**src/rtl/button_load_ctrl.sv**
```systemverilog
// Four-button front end: synchronize, debounce, latch press requests and grant
// them one at a time to register slots through a round-robin arbiter.
module button_load_ctrl #(
  parameter int unsigned DB_CYCLES = 16,
  parameter int unsigned HOLDOFF   = 4
) (
  input  logic       clk,
  input  logic       rst,
  input  logic [3:0] btn,
  output logic [3:0] load,
  output logic [1:0] load_idx,
  output logic [3:0] pending,
  output logic       busy
);

  localparam logic [7:0] DbLast   = 8'(DB_CYCLES - 1);
  localparam logic [7:0] HoldLast = 8'(HOLDOFF - 1);

  typedef enum logic [1:0] {StIdle, StGrant, StHold} arbState;

  arbState    state;
  logic [3:0] btnMeta;
  logic [3:0] btnSync;
  logic [3:0] stable;
  logic [7:0] dbCnt [4];
  logic [3:0] flipMask;
  logic [3:0] riseMask;
  logic [3:0] clrMask;
  logic [7:0] holdCnt;
  logic [1:0] ptr;
  logic [1:0] idx;
  logic [1:0] nextIdx;
  logic [1:0] cand;
  logic       found;

  always_ff @(posedge clk or posedge rst) begin
    if (rst) begin
      btnMeta <= '0;
      btnSync <= '0;
    end else begin
      btnMeta <= btn;
      btnSync <= btnMeta;
    end
  end

  always_comb begin
    flipMask = '0;
    for (int i = 0; i < 4; i++) begin
      flipMask[i] = (btnSync[i] != stable[i]) && (dbCnt[i] == DbLast);
    end
    riseMask = flipMask & btnSync;
  end

  always_ff @(posedge clk or posedge rst) begin
    if (rst) begin
      stable <= '0;
      for (int i = 0; i < 4; i++) dbCnt[i] <= '0;
    end else begin
      for (int i = 0; i < 4; i++) begin
        if (btnSync[i] == stable[i]) begin
          dbCnt[i] <= '0;
        end else if (flipMask[i]) begin
          stable[i] <= ~stable[i];
          dbCnt[i]  <= '0;
        end else begin
          dbCnt[i] <= dbCnt[i] + 8'd1;
        end
      end
    end
  end

  // Round-robin search starting at ptr.
  always_comb begin
    nextIdx = ptr;
    found   = 1'b0;
    cand    = '0;
    for (int k = 0; k < 4; k++) begin
      cand = ptr + 2'(k);
      if (!found && pending[cand]) begin
        nextIdx = cand;
        found   = 1'b1;
      end
    end
  end

  // A new press on the grant-exit edge overrides the clear.
  always_comb begin
    clrMask = '0;
    if (state == StGrant) clrMask = 4'b0001 << idx;
  end

  always_ff @(posedge clk or posedge rst) begin
    if (rst) begin
      pending <= '0;
    end else begin
      pending <= (pending & ~clrMask) | riseMask;
    end
  end

  always_ff @(posedge clk or posedge rst) begin
    if (rst) begin
      state    <= StIdle;
      load     <= '0;
      load_idx <= '0;
      busy     <= 1'b0;
      ptr      <= '0;
      idx      <= '0;
      holdCnt  <= '0;
    end else begin
      case (state)
        StIdle: begin
          load     <= '0;
          load_idx <= '0;
          busy     <= 1'b0;
          if (|pending) begin
            idx      <= nextIdx;
            load     <= 4'b0001 << nextIdx;
            load_idx <= nextIdx;
            busy     <= 1'b1;
            state    <= StGrant;
          end
        end
        StGrant: begin
          load     <= '0;
          load_idx <= '0;
          ptr      <= idx + 2'd1;
          holdCnt  <= HoldLast;
          state    <= StHold;
        end
        StHold: begin
          if (holdCnt == 8'd0) begin
            busy  <= 1'b0;
            state <= StIdle;
          end else begin
            holdCnt <= holdCnt - 8'd1;
          end
        end
        default: begin
          load     <= '0;
          load_idx <= '0;
          busy     <= 1'b0;
          state    <= StIdle;
        end
      endcase
    end
  end

endmodule

```
**config.mk**
```make
export PLATFORM = sky130hd
export DESIGN_NAME = button_load_ctrl
export DESIGN_NICKNAME = d
export VERILOG_FILES = /design/src/rtl/button_load_ctrl.sv
export SDC_FILE = /design/constraint.sdc
export NUM_CORES = 1
export LEC_CHECK = 0
export ABC_AREA = 1
export BUFFER_PORTS_ARGS = -buffer_cell sky130_fd_sc_hd__buf_4
export CORE_ASPECT_RATIO = 1.25
export CORE_MARGIN = 2
export CORE_UTILIZATION = 55
export CTS_BUF_LIST = sky130_fd_sc_hd__clkbuf_8
export CTS_CLUSTER_SIZE = 20
export DETAILED_ROUTE_END_ITERATION = 12
export PLACE_DENSITY = 0.8
export SYNTH_ARGS = -nofsm -noshare
export SYNTH_HDL_FRONTEND = slang
export SYNTH_SLANG_ARGS = --single-unit
```
**constraint.sdc**
```tcl
create_clock -name clk -period 2.56 [get_ports clk]
set_input_delay 0.128 -clock clk [delete_from_list [all_inputs] [get_ports clk]]
set_output_delay 0.128 -clock clk [all_outputs]
set_load 0.02 [all_outputs]
```
==> flow_results.org <==
** Run status
- Result of the run :: completed

** Routing
- Antenna Violating Nets Remaining :: 0
- Final wirelength :: 5430 microns
- After the first detailed-routing iteration, the DRC count stood at 129.
- After detailed routing, the number of vias per cell comes to 5.10.
- Count of vias placed by the detailed router :: 2453
- DRC violations left :: 0
- Number of detailed-routing iterations run before antenna repair :: 4
- DR WL/cell :: 11.3 microns

** Clock network
- CTS tree :: built
- Latest clock arrival within the worst-skew pair :: 0.34 ns
- Maximum clock path buffer count :: 2
- Buffer type at the clock tree root :: clkbuf_8
- TritonCTS created 9 clock buffers.
- Counting every sink on the clock net gives 69.
- Once the clock tree was built, the resizer swapped 0 gates to a different size.
- CTS clock-pin slew for the worst setup and hold paths :: 0.08 ns
- The H-tree was split into 3 levels.

** Placement
- GP Congestion :: 0.871
- Detailed placement finished with a half-perimeter wire length of 3930 microns.
- Cell area after placement :: 3510 sq um
- The count of buffers added on input and output ports is 16.
- Worst Setup Slack post-DPL :: 0.764 ns

** Worst setup path
- Critical path startpoint category :: flop
- For this design, the slowest cell found on the critical path is dfrtp_1.
- Data arrives at the worst endpoint at 2.04 ns.
- Critical path data required time :: 2.79 ns
- Grouping stages by cell kind, the critical path spends the most delay in simple AND/OR/NAND/NOR gates.
- By startpoint and endpoint, the worst setup path is classified as flop to flop.
- STA classifies the critical path endpoint as a flop.
- Critical path buffer and inverter count :: 1
- The most numerous cell type found on the critical path is nand2_1.
- Cells along the critical path :: inv_2, nand2_2, nand3_2, nand2_4, nand2_2, nor2_2, nand2_1, nand2_1, nor2_2, nand3_1, nand2_1
- Along the worst path, the maximum fanout reaches 12.
- Max stage delay on crit path :: 0.60 ns

** Layout
- In the layout the commonest cells are nand2_1, dfrtp_1, inv_1, nor2_1, nand3_1.
- The area growth from synthesis to layout is 13.4%.
- Most common cell after layout, fill and taps aside :: nand2_1
- In the final layout, the share of cells above drive strength 1 is 0.145.
- After the last flow step, the layout net total stands at 426.
- Ant diodes :: 0
- Final design utilization :: 0.646
- Summing all non-filler instances in the final layout gives an area of 3760 sq um.

** Synthesis
- For this run, the register share of the synthesized area comes to 0.521.
- Averaged over all synthesized cells, the footprint is 8.73 sq um.
- The synthesized design contains 69 register bits.
- Counting flops with an async set or reset pin after synthesis yields a share of 1.00.
- In the synthesized netlist the dominant register cell turns out to be dfrtp_1.
- Synthesis produced a netlist with a net count of 396.
- Mapped Cells :: 380
- Count of distinct cell types in the synthesized netlist :: 29
- Count of flip-flops with a built-in enable after synthesis :: 0
- In this run the cell area of the synthesized design comes to 3320 sq um.
- Yosys Warn Count :: 0

** Die
- Horizontal die dimension :: 73.5 microns
- Floorplan die area :: 6670 sq um
- Number of ports placed on the die boundary :: 17
- Starting utilization of the core area :: 0.570
- Std cell rows :: 31
- Die span in y :: 90.8 microns
- Area inside the core boundary :: 5820 sq um

** Global route
- Entering global routing, the biggest net connects 54 pins.
- The via count of the first global-routing pass was 2459.
- For this run the aggregate overflow at the end of global routing stands at 0.
- The first global-routing pass estimated 10200 microns of wire.
- Across every metal layer, demand over resource in global routing totals 0.197.
- The number of antenna violations at the first check in global routing was 0.

** Timing
- Summed over all failing endpoints, the final setup total negative slack is 0 ns.
- In the finished design, the share of the clock period the worst path needs comes to 0.706.
- Setup slack closes at 0.753 ns.
- Pins over their slew limit :: 0
- Min cycle time layout :: 1.81 ns
- Upper clock frequency limit :: 0.554 GHz
- Measured slew at the worst slew-check pin :: 0.513 ns
- Layout Skew :: 0.00746 ns
- Setup violations remaining at the end of the flow were counted as 0.
- The count of final hold-check violations was 0.
- RSZ-0062 raised after global routing :: no
- Max_slew headroom :: 0.656

** Hold path
- The path class of the tightest hold or removal check is input port to async pin.

** Pwr
- Fraction of power consumed by combinational cells :: 0.060
- Static Leakage :: 1.96 nW
- VDD IR max :: 0.721 mV
- The share of total power dissipated in sequential elements is 0.536.
- Switching fraction of total power :: 0.239
- Of the total power, the clock network draws 0.403.
- The internal power of the cells totals 1.61 mW.
- The analysis attributes to net switching a power of 0.506 mW.
- Power Density :: 564 nW/um^2

** Flow run
- Max-cap violations :: 0
## logic make-up after synthesis
kind of cell    share of synthesized area
xor+xnor                           0.0607
buf+inv                            0.0573
flops                               0.521
compound gates                     0.0377
simple gates                        0.286
fa+ha+maj                          0.0377
## cells in the mapped netlist, types with 6 or more instances
| cell type | n | share of area |
|---|---|---|
| xnor2_1 | 6 | 0.016 |
| nor3_1 | 10 | 0.015 |
| ha_1 | 10 | 0.038 |
| nand2_2 | 12 | 0.023 |
| nand2_1 | 91 | 0.10 |
| nand3_1 | 37 | 0.056 |
| o21ai_0 | 10 | 0.015 |
| inv_1 | 39 | 0.044 |
| a21oi_1 | 6 | 0.0091 |
| xor2_1 | 17 | 0.045 |
| dfrtp_1 | 69 | 0.52 |
| nor2_1 | 37 | 0.042 |
## metal layers
layer | wire length [microns] | share of wire | track usage | vias to the layer above
met5 | 0 | 0 | 0 | -
met4 | 121 | 0.022 | 0.100 | 0
met3 | 156 | 0.029 | 0.0435 | 7
met2 | 2710 | 0.50 | 0.315 | 29
met1 | 2440 | 0.45 | 0.245 | 1146
li1 | - | - | - | 1271
## state kept, by name, indices dropped and copies added, names as in the netlist
signal / cells
dbCnt: 32
holdCnt: 8
btnMeta: 4
btnSync: 4
load: 4
pending: 4
stable: 4
idx: 2
load_idx: 2
ptr: 2
state: 2
busy: 1
## power groups by stage
stage          registers [mW]  logic [mW]  clock network (mW)
2_1_floorplan            1.15      0.0986                   0
3_3_place_gp             1.16       0.120                   0
3_5_place_dp             1.16       0.123                   0
4_1_cts                  1.14       0.131               0.889
5_1_grt                  1.14       0.150               0.941
6_report                 1.14       0.128               0.855
## what timing repair did
action                    CTS  global route
buffers inserted            0             0
hold endpoints to repair   20             0
hold buffers                5             0
## area by class of cell
type / instances / area (sq um)
repair buffers: 22 / 190
clock buffers: 9 / 124
fillers: 443 / 2060
inverters: 43 / 164
well taps: 66 / 82.6
multi-input cells: 265 / 1400
clock inverters: 7 / 73.8
flip-flops and latches: 69 / 1730
## worst register-to-register path: stages (launching register included)
cell     delay, ns
dfrtp_1       0.60
inv_2         0.20
nand2_2       0.12
nand3_2       0.08
nand2_4       0.14
nand2_2       0.08
nor2_2        0.13
nand2_1       0.07
nand2_1       0.09
nor2_2        0.05
nand3_1       0.08
nand2_1       0.05
## metrics by stage
step / total power [mW] / std cells / hold slack (ns)
2_1_floorplan: 1.25 / 380 / 0.159
3_3_place_gp: 1.28 / 460 / 0.124
3_5_place_dp: 1.28 / 460 / 0.130
4_1_cts: 2.16 / 481 / 0.303
5_1_grt: 2.23 / 481 / 0.348
6_report: 2.12 / 481 / 0.313
## final timing paths
| path | slack, ns | start | cells after the start | endpoint |
|---|---|---|---|---|
| min reg2reg | 0.35 | btnMeta[1] | 0 | btnSync[1] |
| max | 0.75 | ptr[0] | 11 | load[1] |
| min | 0.31 | rst | 3 | btnMeta[0] |
| max reg2reg | 0.75 | ptr[0] | 11 | load[1] |
| min in group clk | 0.35 | btnMeta[1] | 0 | btnSync[1] |
| max in group asynchronous | 1.66 | rst | 4 | dbCnt[7] |
Power figures use the tool's default switching activity.
